`src/rtl/als_sampler.sv`:
```
// PmodALS (ADC081S021) acquisition controller: periodic SPI read frames, frame
// format check, and a block average over 2^AVG_LOG2 good samples.
module als_sampler #(
    parameter int CLK_DIV       = 4,
    parameter int SAMPLE_PERIOD = 10_000_000,
    parameter int AVG_LOG2      = 2
) (
    input  logic       clk_i,
    input  logic       rst_ni,
    input  logic       en_i,
    input  logic       miso_i,
    output logic       ss_o,
    output logic       sclk_o,
    output logic [7:0] raw_o,
    output logic [7:0] data_o,
    output logic       raw_stb_o,
    output logic       avg_stb_o,
    output logic       fmt_err_o,
    output logic       busy_o
);

    localparam int DIV_W = $clog2(CLK_DIV);
    localparam int TMR_W = $clog2(SAMPLE_PERIOD);
    localparam int ACC_W = 8 + AVG_LOG2;
    localparam int CNT_W = AVG_LOG2 + 1;

    localparam logic [DIV_W-1:0] DIV_LAST = DIV_W'(CLK_DIV - 1);
    localparam logic [TMR_W-1:0] TMR_LOAD = TMR_W'(SAMPLE_PERIOD - 1);
    localparam logic [CNT_W-1:0] CNT_FULL = CNT_W'(1 << AVG_LOG2);

    typedef enum logic [2:0] {
        IDLE,
        SETUP,
        SHIFT,
        HOLD,
        CHECK
    } state_e;

    state_e           state_q;
    logic [DIV_W-1:0] divCnt_q;
    logic [3:0]       bitCnt_q;
    logic [15:0]      sh_q;
    logic [1:0]       sync_q;
    logic [TMR_W-1:0] timer_q;
    logic [ACC_W-1:0] acc_q;
    logic [CNT_W-1:0] cnt_q;
    logic [7:0]       raw_q;
    logic [7:0]       data_q;
    logic             rawStb_q;
    logic             avgStb_q;
    logic             fmtErr_q;
    logic             ss_q;
    logic             sclk_q;

    logic             misoSync;
    logic             divLast;
    logic             frameGood_d;
    logic [7:0]       sample_d;
    logic [ACC_W-1:0] accSum_d;
    logic [CNT_W-1:0] cntNext_d;

    assign misoSync    = sync_q[1];
    assign divLast     = (divCnt_q == DIV_LAST);
    assign sample_d    = sh_q[12:5];
    assign frameGood_d = (sh_q[15:13] == 3'b000) && (sh_q[4:1] == 4'b0000);
    assign accSum_d    = acc_q + ACC_W'(sample_d);
    assign cntNext_d   = cnt_q + CNT_W'(1);

    always_ff @(posedge clk_i or negedge rst_ni) begin
        if (!rst_ni) begin
            sync_q <= '0;
        end else begin
            sync_q <= {sync_q[0], miso_i};
        end
    end

    always_ff @(posedge clk_i or negedge rst_ni) begin
        if (!rst_ni) begin
            state_q  <= IDLE;
            divCnt_q <= '0;
            bitCnt_q <= '0;
            sh_q     <= '0;
            timer_q  <= '0;
            acc_q    <= '0;
            cnt_q    <= '0;
            raw_q    <= '0;
            data_q   <= '0;
            rawStb_q <= 1'b0;
            avgStb_q <= 1'b0;
            fmtErr_q <= 1'b0;
            ss_q     <= 1'b1;
            sclk_q   <= 1'b1;
        end else begin
            rawStb_q <= 1'b0;
            avgStb_q <= 1'b0;
            fmtErr_q <= 1'b0;

            // Period timer is reloaded on each frame start and parked at zero while disabled.
            if (!en_i) begin
                timer_q <= '0;
            end else if (state_q == IDLE && timer_q == '0) begin
                timer_q <= TMR_LOAD;
            end else if (timer_q != '0) begin
                timer_q <= timer_q - 1'b1;
            end

            case (state_q)
                IDLE: begin
                    ss_q   <= 1'b1;
                    sclk_q <= 1'b1;
                    if (!en_i) begin
                        acc_q <= '0;
                        cnt_q <= '0;
                    end else if (timer_q == '0) begin
                        state_q  <= SETUP;
                        ss_q     <= 1'b0;
                        divCnt_q <= '0;
                    end
                end
                SETUP: begin
                    if (divLast) begin
                        state_q  <= SHIFT;
                        divCnt_q <= '0;
                        bitCnt_q <= '0;
                        sclk_q   <= 1'b0;
                    end else begin
                        divCnt_q <= divCnt_q + 1'b1;
                    end
                end
                SHIFT: begin
                    // Each period is a low half then a high half; sampling is on the rising edge.
                    if (divLast) begin
                        divCnt_q <= '0;
                        if (!sclk_q) begin
                            sclk_q <= 1'b1;
                            sh_q   <= {sh_q[14:0], misoSync};
                        end else if (bitCnt_q == 4'd15) begin
                            state_q <= HOLD;
                        end else begin
                            sclk_q   <= 1'b0;
                            bitCnt_q <= bitCnt_q + 1'b1;
                        end
                    end else begin
                        divCnt_q <= divCnt_q + 1'b1;
                    end
                end
                HOLD: begin
                    if (divLast) begin
                        divCnt_q <= '0;
                        state_q  <= CHECK;
                        ss_q     <= 1'b1;
                        if (frameGood_d) begin
                            raw_q    <= sample_d;
                            rawStb_q <= 1'b1;
                            if (cntNext_d == CNT_FULL) begin
                                data_q   <= accSum_d[ACC_W-1:AVG_LOG2];
                                avgStb_q <= 1'b1;
                                acc_q    <= '0;
                                cnt_q    <= '0;
                            end else begin
                                acc_q <= accSum_d;
                                cnt_q <= cntNext_d;
                            end
                        end else begin
                            fmtErr_q <= 1'b1;
                        end
                    end else begin
                        divCnt_q <= divCnt_q + 1'b1;
                    end
                end
                CHECK: begin
                    state_q <= IDLE;
                end
                default: begin
                    state_q <= IDLE;
                end
            endcase
        end
    end

    assign ss_o      = ss_q;
    assign sclk_o    = sclk_q;
    assign busy_o    = ~ss_q;
    assign raw_o     = raw_q;
    assign data_o    = data_q;
    assign raw_stb_o = rawStb_q;
    assign avg_stb_o = avgStb_q;
    assign fmt_err_o = fmtErr_q;

endmodule
```
`config.mk`:
```
export PLATFORM = sky130hd
export DESIGN_NAME = als_sampler
export DESIGN_NICKNAME = d
export VERILOG_FILES = /design/src/rtl/als_sampler.sv
export SDC_FILE = /design/constraint.sdc
export NUM_CORES = 1
export LEC_CHECK = 0
export ABC_AREA = 1
export ABC_CLOCK_PERIOD_IN_PS = 3000
export BUFFER_PORTS_ARGS = -buffer_cell sky130_fd_sc_hd__buf_2
export CAP_MARGIN = 10
export CELL_PAD_IN_SITES_DETAIL_PLACEMENT = 1
export CELL_PAD_IN_SITES_GLOBAL_PLACEMENT = 1
export CORE_ASPECT_RATIO = 1.4
export CORE_MARGIN = 2
export CORE_UTILIZATION = 35
export DETAILED_ROUTE_END_ITERATION = 12
export MAX_ROUTING_LAYER = met4
export PLACE_DENSITY_LB_ADDON = 0.12
export SETUP_SLACK_MARGIN = 0.4
export SLEW_MARGIN = 5
export SYNTH_ARGS = -nofsm -noshare
export SYNTH_HDL_FRONTEND = slang
export SYNTH_SLANG_ARGS = --single-unit
```
`constraint.sdc`:
```
create_clock -name clk_i -period 3 [get_ports clk_i]
set_input_delay 0.6 -clock clk_i [delete_from_list [all_inputs] [get_ports clk_i]]
set_output_delay 0.6 -clock clk_i [all_outputs]
set_load 0.02 [all_outputs]
```
# Word level (Yosys, flattened, before mapping)
# Cells that the tools add are included.
# W data, S select, Z words.
[word_totals] ff_bits=85 input_bits=4 output_inout_bits=22 elab_cells=109
[classes] addsub=5 n_eq_ne=17 mux=49 bitwise=2 n_reduce_logical=21
[op_table] cell="$mux W24" count=3
[op_table] cell="$mux W10" count=4
[op_table] cell="$mux W3" count=11
[op_table] cell="$logic_not A24 Y1" count=1
[op_table] cell="$reduce_bool A24 Y1" count=1
[op_table] cell="$sub A24 B1 Y24 const B" count=1
[op_table] cell="$pmux W10 S2" count=1
[op_table] cell="$ne A2 B2 Y1 const B" count=9
[op_table] cell="$mux W1" count=17
[op_table] cell="$mux W4" count=4
[op_table] cell="$pmux W3 S4" count=1
[op_table] cell="$reduce_and A3 Y1" count=4
[op_table] cell="$add A10 B8 Y10" count=1
[op_table] cell="$pmux W4 S2" count=1
[op_table] cell="$reduce_and A4 Y1" count=2
[op_table] cell="$reduce_and A7 Y1" count=1
[op_table] cell="$eq A3 B2 Y1 const B" count=2
[op_table] cell="$logic_not A3 Y1" count=2
[op_table] cell="$mux W2" count=3
[op_table] cell="$pmux W3 S2" count=1
[op_table] cell="$reduce_bool A2 Y1" count=3
[op_table] cell="$reduce_and A5 Y1" count=1
[op_table] cell="$add A4 B1 Y4 const B" count=1
[op_table] cell="$eq A4 B4 Y1 const B" count=1
[op_table] cell="other kinds (16)" count=18

# Depth between registers and ports, before layout
# Gate-level depths: netlist (run 1).
[depth] word_depth=6 depth_mapped=11 mapped_depth_nobuf=11

# Worst setup path after synthesis (run 1)
# OpenSTA, ideal clock, no wires.
[synth_timing] path_type="register -> register" from="reg sh_q[5]" to="reg acc_q[6]" t_arrival_ps=1531 required_time_ps=2917 path_slack_ps=1386 stages_incl_launch_ff=10 path_buffers=0 period_less_slack_ps=1614 path_cell_list="dfrtp_1 -> ha_1 -> fa_1 -> nand3_1 -> nand2_1 -> nand2_1 -> nand2_1 -> nand2_1 -> nand2_1 -> o21ai_0"
[synth_via] elab_chain_len=5
[synth_rtl] element="from (decl)" line_no="42" text="logic [15:0] sh_q;"
[synth_rtl] element="from (signal assigned)" line_no="136" text="sh_q <= {sh_q[14:0], misoSync};"
[synth_rtl] element="$add A10 B8 Y10" line_no="66" text="assign accSum_d = acc_q + ACC_W'(sample_d);"
[synth_rtl] element="$mux W10" line_no="155" text="if (cntNext_d == CNT_FULL) begin"
[synth_rtl] element="$mux W10" line_no="152" text="if (frameGood_d) begin"
[synth_rtl] element="$mux W10" line_no="148" text="if (divLast) begin"
[synth_rtl] element="$pmux W10 S2" line_no="107" text="case (state_q)"
[synth_rtl] element="to (signal assigned)" line_no="161" text="acc_q <= accSum_d;"
[synth_rtl] element="to (decl)" line_no="45" text="logic [ACC_W-1:0] acc_q;"
# Every way passes these cells. The select of a mux whose other input is x is not followed.
# A chain may end at the register's enable or synchronous reset.

# Worst setup path after layout (run 1)
[layout_timing] from="reg timer_q[0]" to="reg timer_q[1]"
[layout_via] elab_chain_len=4
[layout_rtl] element="from (decl)" line_no="44" text="logic [TMR_W-1:0] timer_q;"
[layout_rtl] element="from (signal assigned)" line_no="104" text="timer_q <= timer_q - 1'b1;"
[layout_rtl] element="$sub A24 B1 Y24 / $logic_not A24 Y1 (equally long branches)" line_no="104, 101"
[layout_rtl] element="$mux W24 / $logic_and A1 B1 Y1 (equally long branches)" line_no="103, 101"
[layout_rtl] element="$mux W24" line_no="101" text="end else if (state_q == IDLE && timer_q == '0) begin"
[layout_rtl] element="$mux W24" line_no="99" text="if (!en_i) begin"
# Parallel ways exist; a longest one is shown, timed or not. The select of a mux whose other input is x is not followed.

==> results of run 1 <==
-- stage by stage --
step,instance area (sq um),instances,util (%),total power [mW],worst slack [ns]
6_report,5220,775,40.74,4.431,1.061
2_1_floorplan,4576,585,-,2.724,1.386
5_1_grt,5220,775,40.74,4.811,0.9470
3_5_place_dp,4890,759,38.16,3.226,1.109
3_3_place_gp,4890,759,38.16,3.181,1.154
4_1_cts,5220,775,40.74,4.500,1.087
-- area by class of cell --
type	count	area share, %
flip-flops and latches	85	40.80
clock buffers	9	4.314
inverters	62	4.602
multi-input cells	429	41.20
well taps	153	3.667
clock inverters	7	2.013
repair buffers	30	3.404
-- cell usage in the layout (no fill, tap or decap), drive strengths merged, types with 5 or more instances in the layout --
| cell | count |
|---|---|
| nand4 | 12 |
| nor3 | 7 |
| clkbuf | 9 |
| nand3 | 32 |
| inv | 65 |
| ha | 14 |
| xnor2 | 5 |
| xor2 | 6 |
| nand3b | 5 |
| nor2 | 98 |
| dfrtp | 83 |
| a21oi | 13 |
| buf | 30 |
| nand2 | 185 |
| o21ai | 43 |
-- state kept, by name (all words and copies together), names as in the netlist --
name,flops
timer_q,24
sh_q,16
acc_q,10
data_o,8
raw_o,8
bitCnt_q,4
cnt_q,3
state_q,3
divCnt_q,2
sync_q,2
avg_stb_o,1
fmt_err_o,1
raw_stb_o,1
sclk_o,1
ss_o,1
-- critical path, stage by stage (launching register included) --
cell	delay, ns
dfrtp_1	0.40
inv_1	0.12
ha_1	0.21
nand2_1	0.06
nor2_1	0.22
nand3_1	0.25
nor3_4	0.43
nand2_1	0.10
nand2_1	0.08
-- logic make-up after synthesis --
family                   after synthesis
AND/OR/NAND/NOR                      341
flip-flops                            85
buffers and inverters                 71
AO/OA/AOI/OAI                         61
adder cells (fa/ha/maj)               15
XOR/XNOR                              11
multiplexers                           1
-- power by group through the flow --
| stage | Sequential [mW] | Combinational [mW] | Clock, mW |
|---|---|---|---|
| 2_1_floorplan | 1.42 | 1.30 | 0 |
| 3_3_place_gp | 1.46 | 1.72 | 0 |
| 3_5_place_dp | 1.47 | 1.76 | 0 |
| 4_1_cts | 1.45 | 1.77 | 1.28 |
| 5_1_grt | 1.47 | 2.02 | 1.32 |
| 6_report | 1.45 | 1.74 | 1.25 |
-- routing by layer --
layer / global-route usage [%] / part of all wire (%) / up-vias
met5: - / 0 / -
met4: 7.642 / 2.4 / 0
li1: - / - / 1914
met2: 35.37 / 57 / 33
met3: 2.059 / 1.7 / 17
met1: 20.55 / 39 / 1879
-- path summary, 6_finish.rpt --
kind,startpoint,endpoint,cells past startpoint
worst max register to register,timer_q[0],timer_q[1],8
worst max-delay path,timer_q[0],timer_q[1],8
worst min-delay path,rst_ni,timer_q[10],1
min in group clk_i,sync_q[0],sync_q[1],0
worst min register to register,sync_q[0],sync_q[1],0
max in group asynchronous,rst_ni,ss_o,2
==> impl_metrics.toml, run 1 <==
[sta]
final-setup-viol-count = 0
maxSlewViolCount = 0
rsz0062_at_grt = "no"
slew_headroom_pct = 57.69
finalCritPeriodShare_pct = 64.64
fin_skew_ns = 0.005625
fmax_ghz = 0.5157
timing.setup.tns_ns = 0
fin_crit_ns = 1.939
timing.hold.ws_ns = 0.2677
hold_violations = 0
worst_pin_slew_ns = 0.6347

[floorplan]
die_x_um = 100.6
design.die.area_sq_mm = 0.01402
rows = 49
core_sq_mm = 0.01281
start_util_pct = 35.71
io_pins = 26
die_h_um = 139.3

[yosys]
seq_area_frac_synth_pct = 46.54
yosys.area_share.adder_pct = 4.266
synth.most_common_cell = "nand2_1"
synth_top_family_by_area = "simple AND/OR/NAND/NOR gates"
ys_warn_count = 0
ys_seq_elements = 85
synth-edff-count = 0
syn_area_per_cell_sq_um = 7.822
synth_mux_area_share_pct = 0.2461
syn-cell-area_sq_mm = 0.004576
synth-simple-area-share_pct = 33.06
async_flop_share_pct = 100.0
syn_inst = 585
ys_top_cells_by_area = "dfrtp_1 45%, nand2_1 15%, nor2_1 7.5%"
synth_top_cell_by_area = "dfrtp_1"
synth_cell_types = 38
synth_flop_cell = "dfrtp_1"
synth-compound-area-share_pct = 7.328
synth.top_cell.area_share_pct = 45.39
synth-xor-area-share_pct = 2.106
syn-num-nets = 604
synthTopCellsByCount = "177 x nand2_1, 91 x nor2_1, 83 x dfrtp_1, 60 x inv_1, 33 x o21ai_0"

[power_and_ir_drop]
power.internal_mw = 2.588
power_frac_seq_pct = 32.6
ir_worst_vdd_mv = 0.3089
p_per_area_mw_per_mm2 = 848.9
p_comb_share_pct = 39.2
switching_share_pct = 41.60
clkPwrFrac_pct = 28.2
p_switching_mw = 1.844
leakage_nw = 2.759

[route]
first_iter_violations = 101
wire_per_inst_um = 15.35
ant_nets = 0
via_per_inst = 4.959
routed_wl_um = 11900
firstDrtPassIters = 4
drc_errors = 0
num_vias = 3843

[hold_path]
hold_class = "input port to asynchronous set/reset pin"

[setup_path]
cp_max_fo = 7
cp_data_arrival_time_ns = 2.23
worstSetupPathType = "flop to flop"
start_kind = "flop"
rrSetupSlack_ns = 1.06
end_kind = "flop"
cp_data_required_time_ns = 3.29

[clock_tree]
h-tree-depth = 3
root_buffer = "clkbuf_16"
cts.path.max_buffers = 2
clock-sinks = 85
ctsHoldBuffers = 0
cts_buffers = 9
tritoncts = "built"
post_cts_buffers = 0
cts-resized-gates = 0
clk_latency_ns = 0.35
cts.clk_slew.worst_paths_ns = 0.07

[final_layout]
n_fill_cell = 1574
drive_gt1_share_pct = 12.38
seq_area_sq_mm = 0.002130
diodes = 0
area_growth_syn_to_layout_pct = 14.08
multi_input_area_sq_mm = 0.002151
fin_nets = 636

[place]
portBuffers = 25
hpwl_um = 9120
gp_congestion = 0.8267

[global_routing]
overflow = 0
grt_max_degree = 46
grt_pass1_vias = 4180
grt_usage_pct = 19.21
grt_pass1_wl_um = 20430
grt_antenna_before_repair = 0

[job]
maxCapViolations = 0

[status]
status = "finished clean"
No activity file was read; power rests on OpenSTA's default activity.
==> inputs of run 2 (changes only) <==
--- a/config.mk
+++ b/config.mk
@@ -5,8 +5,8 @@
 export SDC_FILE = /design/constraint.sdc
 export NUM_CORES = 1
 export LEC_CHECK = 0
-export ABC_AREA = 1
-export ABC_CLOCK_PERIOD_IN_PS = 3000
+export ABC_AREA = 0
+export ABC_CLOCK_PERIOD_IN_PS = 1900
 export BUFFER_PORTS_ARGS = -buffer_cell sky130_fd_sc_hd__buf_2
 export CAP_MARGIN = 10
 export CELL_PAD_IN_SITES_DETAIL_PLACEMENT = 1
==> constraint.sdc (replaced) <==
create_clock -name clk_i -period 1.9 [get_ports clk_i]
set_input_delay 0.38 -clock clk_i [delete_from_list [all_inputs] [get_ports clk_i]]
set_output_delay 0.38 -clock clk_i [all_outputs]
set_load 0.02 [all_outputs]
==> impl_metrics.toml, run 2 <==
[sta]
maxSlewViolCount = 0
rsz0062_at_grt = "yes"
worst_pin_slew_ns = 0.4728
finalCritPeriodShare_pct = 109.9
fmax_ghz = 0.4791
setup_slack_ns = -0.1875
hold_violations = 0
fin_skew_ns = 0.006583
final-setup-viol-count = 28
slew_headroom_pct = 68.21
timing.setup.tns_ns = -2.084
fin_crit_ns = 2.087

[global_routing]
grt_pass1_wl_um = 19800
grt_max_degree = 31
met3_usage_pct = 4.013
overflow = 0
busiest_layer = "met2"
met2_usage_pct = 37.50
grt_antenna_before_repair = 0
grt_pass1_vias = 3839
grt_usage_pct = 20.10
met1_usage_pct = 20.76

[route]
routed_wl_um = 12900
ant_nets = 0
first_iter_violations = 72
firstDrtPassIters = 4
via_per_inst = 5.287
num_vias = 3479
drc_errors = 0
wire_per_inst_um = 19.61

[clock_tree]
tritoncts = "built"
clock-sinks = 85
cts.path.max_buffers = 2
root_buffer = "clkbuf_16"
cts.clk_slew.worst_paths_ns = 0.07
h-tree-depth = 3
cts_buffers = 9
clk_latency_ns = 0.35

[power_and_ir_drop]
leakage_nw = 3.103
ir_worst_vdd_mv = 0.6102
p_per_area_mw_per_mm2 = 1135

[yosys]
ys_seq_elements = 85
syn_area_per_cell_sq_um = 11.09
synth_mux_area_share_pct = 6.902
syn-cell-area_sq_mm = 0.004224
synth-edff-count = 0
synthTopCellsByCount = "83 x dfrtp_1, 40 x nand2_1, 25 x mux2_2, 19 x nor2_1, 17 x a21oi_1"
synth_cell_types = 70
ys_warn_count = 0
synth-simple-area-share_pct = 18.60
synth_top_cell_by_area = "dfrtp_1"
synth-compound-area-share_pct = 12.50
synth.top_cell.area_share_pct = 49.17
async_flop_share_pct = 100.0
synth-xor-area-share_pct = 4.147
syn-num-nets = 400
synth_top_family_by_area = "simple AND/OR/NAND/NOR gates"
ys_top_cells_by_area = "dfrtp_1 49%, mux2_2 6.7%, ha_1 4.1%"
syn_inst = 381
yosys.area_share.adder_pct = 4.621
seq_area_frac_synth_pct = 50.41
synth_flop_cell = "dfrtp_1"
synth.most_common_cell = "dfrtp_1"

[final_layout]
top_register = "timer_q"
diodes = 0
mostFrequentLayoutCell = "dfrtp_1"
design_area_sq_mm = 0.006565
final_cell_mix = "75 x dfrtp_1, 68 x buf_4, 28 x nand2_1, 25 x mux2_4, 25 x buf_6"
drive_gt1_share_pct = 57.93
largest_reg_flops = 24
area_growth_syn_to_layout_pct = 55.42
fin_nets = 525
top_regs = "timer_q (24), sh_q (16), acc_q (10)"

[setup_path]
worstSetupPathType = "flop to flop"
r2r.worst_path.cells = 9
crit_slowest_cell = "dfrtp_1"
critPathBufInv = 3
cp_data_arrival_time_ns = 2.32
r2r-start = "timer_q[0]"
cp-startpoint = "timer_q[0]"
end_kind = "flop"
rrSetupSlack_ns = -0.19
start_kind = "flop"
cp_data_required_time_ns = 2.14
cp_slowest_stage_delay_ns = 0.42
cp_max_fo = 4
rr_endpoint = "timer_q[19]"
path_cells = "inv_2 > ha_4 > nor4b_4 > nand4b_1 > buf_6 > o41ai_4 > buf_4 > a31oi_1 > o21a_1"
cpLargestDelayFamily = "compound AO/OA/AOI/OAI gates"

[floorplan]
rows = 47
die_x_um = 96.85
die_h_um = 134.0
core_sq_mm = 0.01182
io_pins = 26
design.die.area_sq_mm = 0.01298
start_util_pct = 35.74

[hold_path]
hold_class = "input port to flop"
holdPathEnd = "sync_q[0]"
hold_path_depth = 1
hold_path_startpoint = "miso_i"

[place]
hpwl_um = 7707
postPlaceCellArea_sq_mm = 0.005064
portBuffers = 25
pre_cts_ws_ns = -0.2042
gp_congestion = 0.8093

[job]
maxCapViolations = 0

[status]
violations = "setup timing"
status = "complete, but fails checks"
==> run 2: changes by cell type in the layout (fill, tap and decap cells not counted), sizes merged, moves of 7 or more <==
cell   change
nand2    -144
buf       +96
nor3       +8
xnor2      +9
mux2      +24
inv       -54
or3        +9
nor2      -78
nand3     -23
a22o      +11
nand4     -11
nor4       +7
o21ai     -28
==> run 2: worst max path at each step <==
stage / endpoint / slack, ns / cells after the start
2_1_floorplan: acc_q[8] / 0.05 / 7
3_3_place_gp: timer_q[13] / -0.1 / 6
3_5_place_dp: timer_q[13] / -0.20 / 6
4_1_cts: acc_q[8] / -0.09 / 7
5_1_grt: timer_q[19] / -0.32 / 9
6_report: timer_q[19] / -0.19 / 9
==> run 2: cell type report <==
class | instances | area, sq um
clock buffer | 9 | 225.2
clock inverter | 7 | 121.4
fill | 1210 | 5255
inverter | 10 | 45.04
multi-input combinational | 273 | 2753
sequential | 85 | 2140
tap | 147 | 183.9
timing repair buffer | 127 | 1097
==> run 2: power breakdown <==
part	internal, mW	switching, mW
Sequential	2.00	0.272
Clock	1.30	0.796
Combinational	1.53	1.56
==> run 2: through the flow <==
step | cells | power, mW | hold slack (ns) | util, %
after global routing | 658 | 7.833 | 0.1315 | 55.54
after CTS | 634 | 7.044 | 0.1232 | 51.95
after floorplan | 381 | 3.548 | 0.08441 | -
final | 658 | 7.450 | 0.1387 | 55.54
after global placement | 587 | 4.313 | 0.3485 | 42.84
after detailed placement | 587 | 4.371 | 0.3457 | 42.84
==> run 2: what timing repair did <==
item | CTS | global route
pin swaps | 42 | 42
setup endpoints to repair | 77 | 80
cloned | 2 | 0
hold endpoints to repair | 24 | 0
hold buffers | 1 | 0
setup buffers | 28 | 24
gates resized for setup | 115 | 50
==> run 2: logic make-up (layout without fill, tap and decap cells) <==
logic type      Yosys count  in the layout
xor+xnor                 20             20
compound gates           77             78
simple gates            134            134
fa+ha+maj                15             15
mux                      26             26
buf+inv                  24            153
flops                    85             85
==> run 2: layer usage <==
| metal | up-vias | share of wire, % |
|---|---|---|
| met4 | 0 | 2.5 |
| met2 | 34 | 57 |
| met5 | - | 0 |
| li1 | 1626 | - |
| met3 | 19 | 1.6 |
| met1 | 1800 | 39 |
==> inputs of run 3 (changes only) <==
--- a/config.mk
+++ b/config.mk
@@ -16,7 +16,7 @@
 export CORE_UTILIZATION = 35
 export DETAILED_ROUTE_END_ITERATION = 12
 export MAX_ROUTING_LAYER = met4
-export PLACE_DENSITY_LB_ADDON = 0.12
+export PLACE_DENSITY_LB_ADDON = 0.1
 export SETUP_SLACK_MARGIN = 0.4
 export SLEW_MARGIN = 5
 export SYNTH_ARGS = -nofsm -noshare
==> impl_metrics.toml, run 3 (synthesis results as in run 2) <==
[floorplan]
die_h_um = 134.0
design.die.area_sq_mm = 0.01298
core_sq_mm = 0.01182
rows = 47
start_util_pct = 35.74
die_x_um = 96.85
io_pins = 26

[global_routing]
overflow = 0
busiest_layer = "met2"
met2_usage_pct = 36.73
met1_usage_pct = 22.75
grt_max_degree = 30
grt_pass1_vias = 3741
grt_antenna_before_repair = 0
met3_usage_pct = 2.501
grt_usage_pct = 19.92
grt_pass1_wl_um = 19990

[power_and_ir_drop]
switching_share_pct = 36.79
power.internal_mw = 4.471
p_switching_mw = 2.603
ir_worst_vdd_mv = 0.6094
p_comb_share_pct = 43.6
leakage_nw = 3.012
power_frac_seq_pct = 32.1
clkPwrFrac_pct = 24.3
p_per_area_mw_per_mm2 = 1098
power_mw = 7.074

[sta]
fmax_ghz = 0.5032
setup_slack_ns = -0.08714
rsz0062_at_grt = "yes"
finalCritPeriodShare_pct = 104.6
worst_pin_slew_ns = 0.4672
slew_headroom_pct = 68.59
final-setup-viol-count = 16
fin_skew_ns = 0.01053
hold_violations = 0
maxSlewViolCount = 0
fin_crit_ns = 1.987

[final_layout]
post-route-util_pct = 54.51
area_growth_syn_to_layout_pct = 52.55
diodes = 0
top_register = "timer_q"
largest_reg_flops = 24
top_regs = "timer_q (24), sh_q (16), acc_q (10)"
n_fill_cell = 1232
drive_gt1_share_pct = 57.26
multi_input_area_sq_mm = 0.002790
mostFrequentLayoutCell = "dfrtp_1"
final_cell_mix = "74 x dfrtp_1, 59 x buf_4, 29 x buf_6, 26 x nand2_1, 25 x mux2_4"
seq_area_sq_mm = 0.002141
fin_nets = 517

[setup_path]
rr_endpoint = "acc_q[6]"
r2r.worst_path.cells = 7
worstSetupPathType = "flop to flop"
rrSetupSlack_ns = -0.09
critPathBufInv = 1
r2r-start = "acc_q[0]"
path_cells = "ha_2 > fa_2 > a21o_1 > a221oi_4 > buf_6 > xnor2_4 > a22o_1"
cpLargestDelayFamily = "compound AO/OA/AOI/OAI gates"
cp_slowest_stage_delay_ns = 0.39
crit_slowest_cell = "dfrtp_1"
cp_data_arrival_time_ns = 2.21
start_kind = "flop"
end_kind = "flop"
cp_data_required_time_ns = 2.13
cp_max_fo = 2

[route]
drc_errors = 0
routed_wl_um = 12310
num_vias = 3418
first_iter_violations = 84
ant_nets = 0
firstDrtPassIters = 4
via_per_inst = 5.258
wire_per_inst_um = 18.94

[hold_path]
holdPathEnd = "sync_q[0]"
hold_path_depth = 1
hold_path_startpoint = "miso_i"
hold_class = "input port to flop"

[place]
pre_cts_ws_ns = -0.1236
gp_congestion = 0.7823
hpwl_um = 7724
portBuffers = 25

[clock_tree]
h-tree-depth = 3
tritoncts = "built"
clock-sinks = 85
clk_latency_ns = 0.34
cts.path.max_buffers = 2
cts.clk_slew.worst_paths_ns = 0.06
root_buffer = "clkbuf_16"
cts_buffers = 9

[job]
maxCapViolations = 0

[status]
status = "complete, but fails checks"
violations = "setup timing"
-- run 3: power groups by stage --
stage	combinational [mW]	clock (mW)	sequential, mW
final	3.08	1.72	2.27
after detailed placement	2.18	0	2.25
after CTS	2.71	1.75	2.25
after floorplan	1.33	0	2.22
after global routing	3.34	1.83	2.30
after global placement	2.13	0	2.24
-- run 3: worst max-delay path by stage --
stage	endpoint	from	slack, ns	depth (start not counted)
floorplan	acc_q[8]	sh_q[5]	0.05	7
global placement	timer_q[13]	timer_q[0]	-0.07	6
detailed placement	timer_q[13]	timer_q[1]	-0.12	6
CTS	acc_q[8]	acc_q[0]	-0.06	7
global route	acc_q[6]	sh_q[5]	-0.18	7
finish	acc_q[6]	acc_q[0]	-0.09	7
-- run 3: metrics by stage --
step                instance area (sq um)  std cells  TNS (ns)  hold slack [ns]
CTS                                  6051        636   -0.2007           0.1416
floorplan                            4471        381         0          0.08441
global route                         6444        650    -2.743           0.1399
detailed placement                   5094        591   -0.3634           0.2842
finish                               6444        650   -0.8810           0.1484
global placement                     5094        591   -0.1375           0.2835
-- run 3: per-layer routing --
| metal | up-vias | share of wire, % |
|---|---|---|
| li1 | 1612 | - |
| met1 | 1765 | 41 |
| met3 | 14 | 1.4 |
| met2 | 27 | 57 |
| met4 | 0 | 1.3 |
| met5 | - | 0 |
-- run 3: final cells by class --
type / count / share of cell area (%)
Multi-Input combinational cell: 274 / 43.30
Timing Repair Buffer: 118 / 15.51
Tap cell: 147 / 2.854
Inverter: 10 / 0.6990
Clock inverter: 6 / 0.6990
Sequential cell: 85 / 33.22
Clock buffer: 10 / 3.709
-- run 3: timing repair --
action / CTS / global route
hold endpoints to repair: 16 / 0
setup endpoints to repair: 77 / 78
pin swaps: 29 / 42
hold buffers: 1 / 0
gates resized for setup: 109 / 62
setup buffers: 25 / 14
cloned: 3 / 0
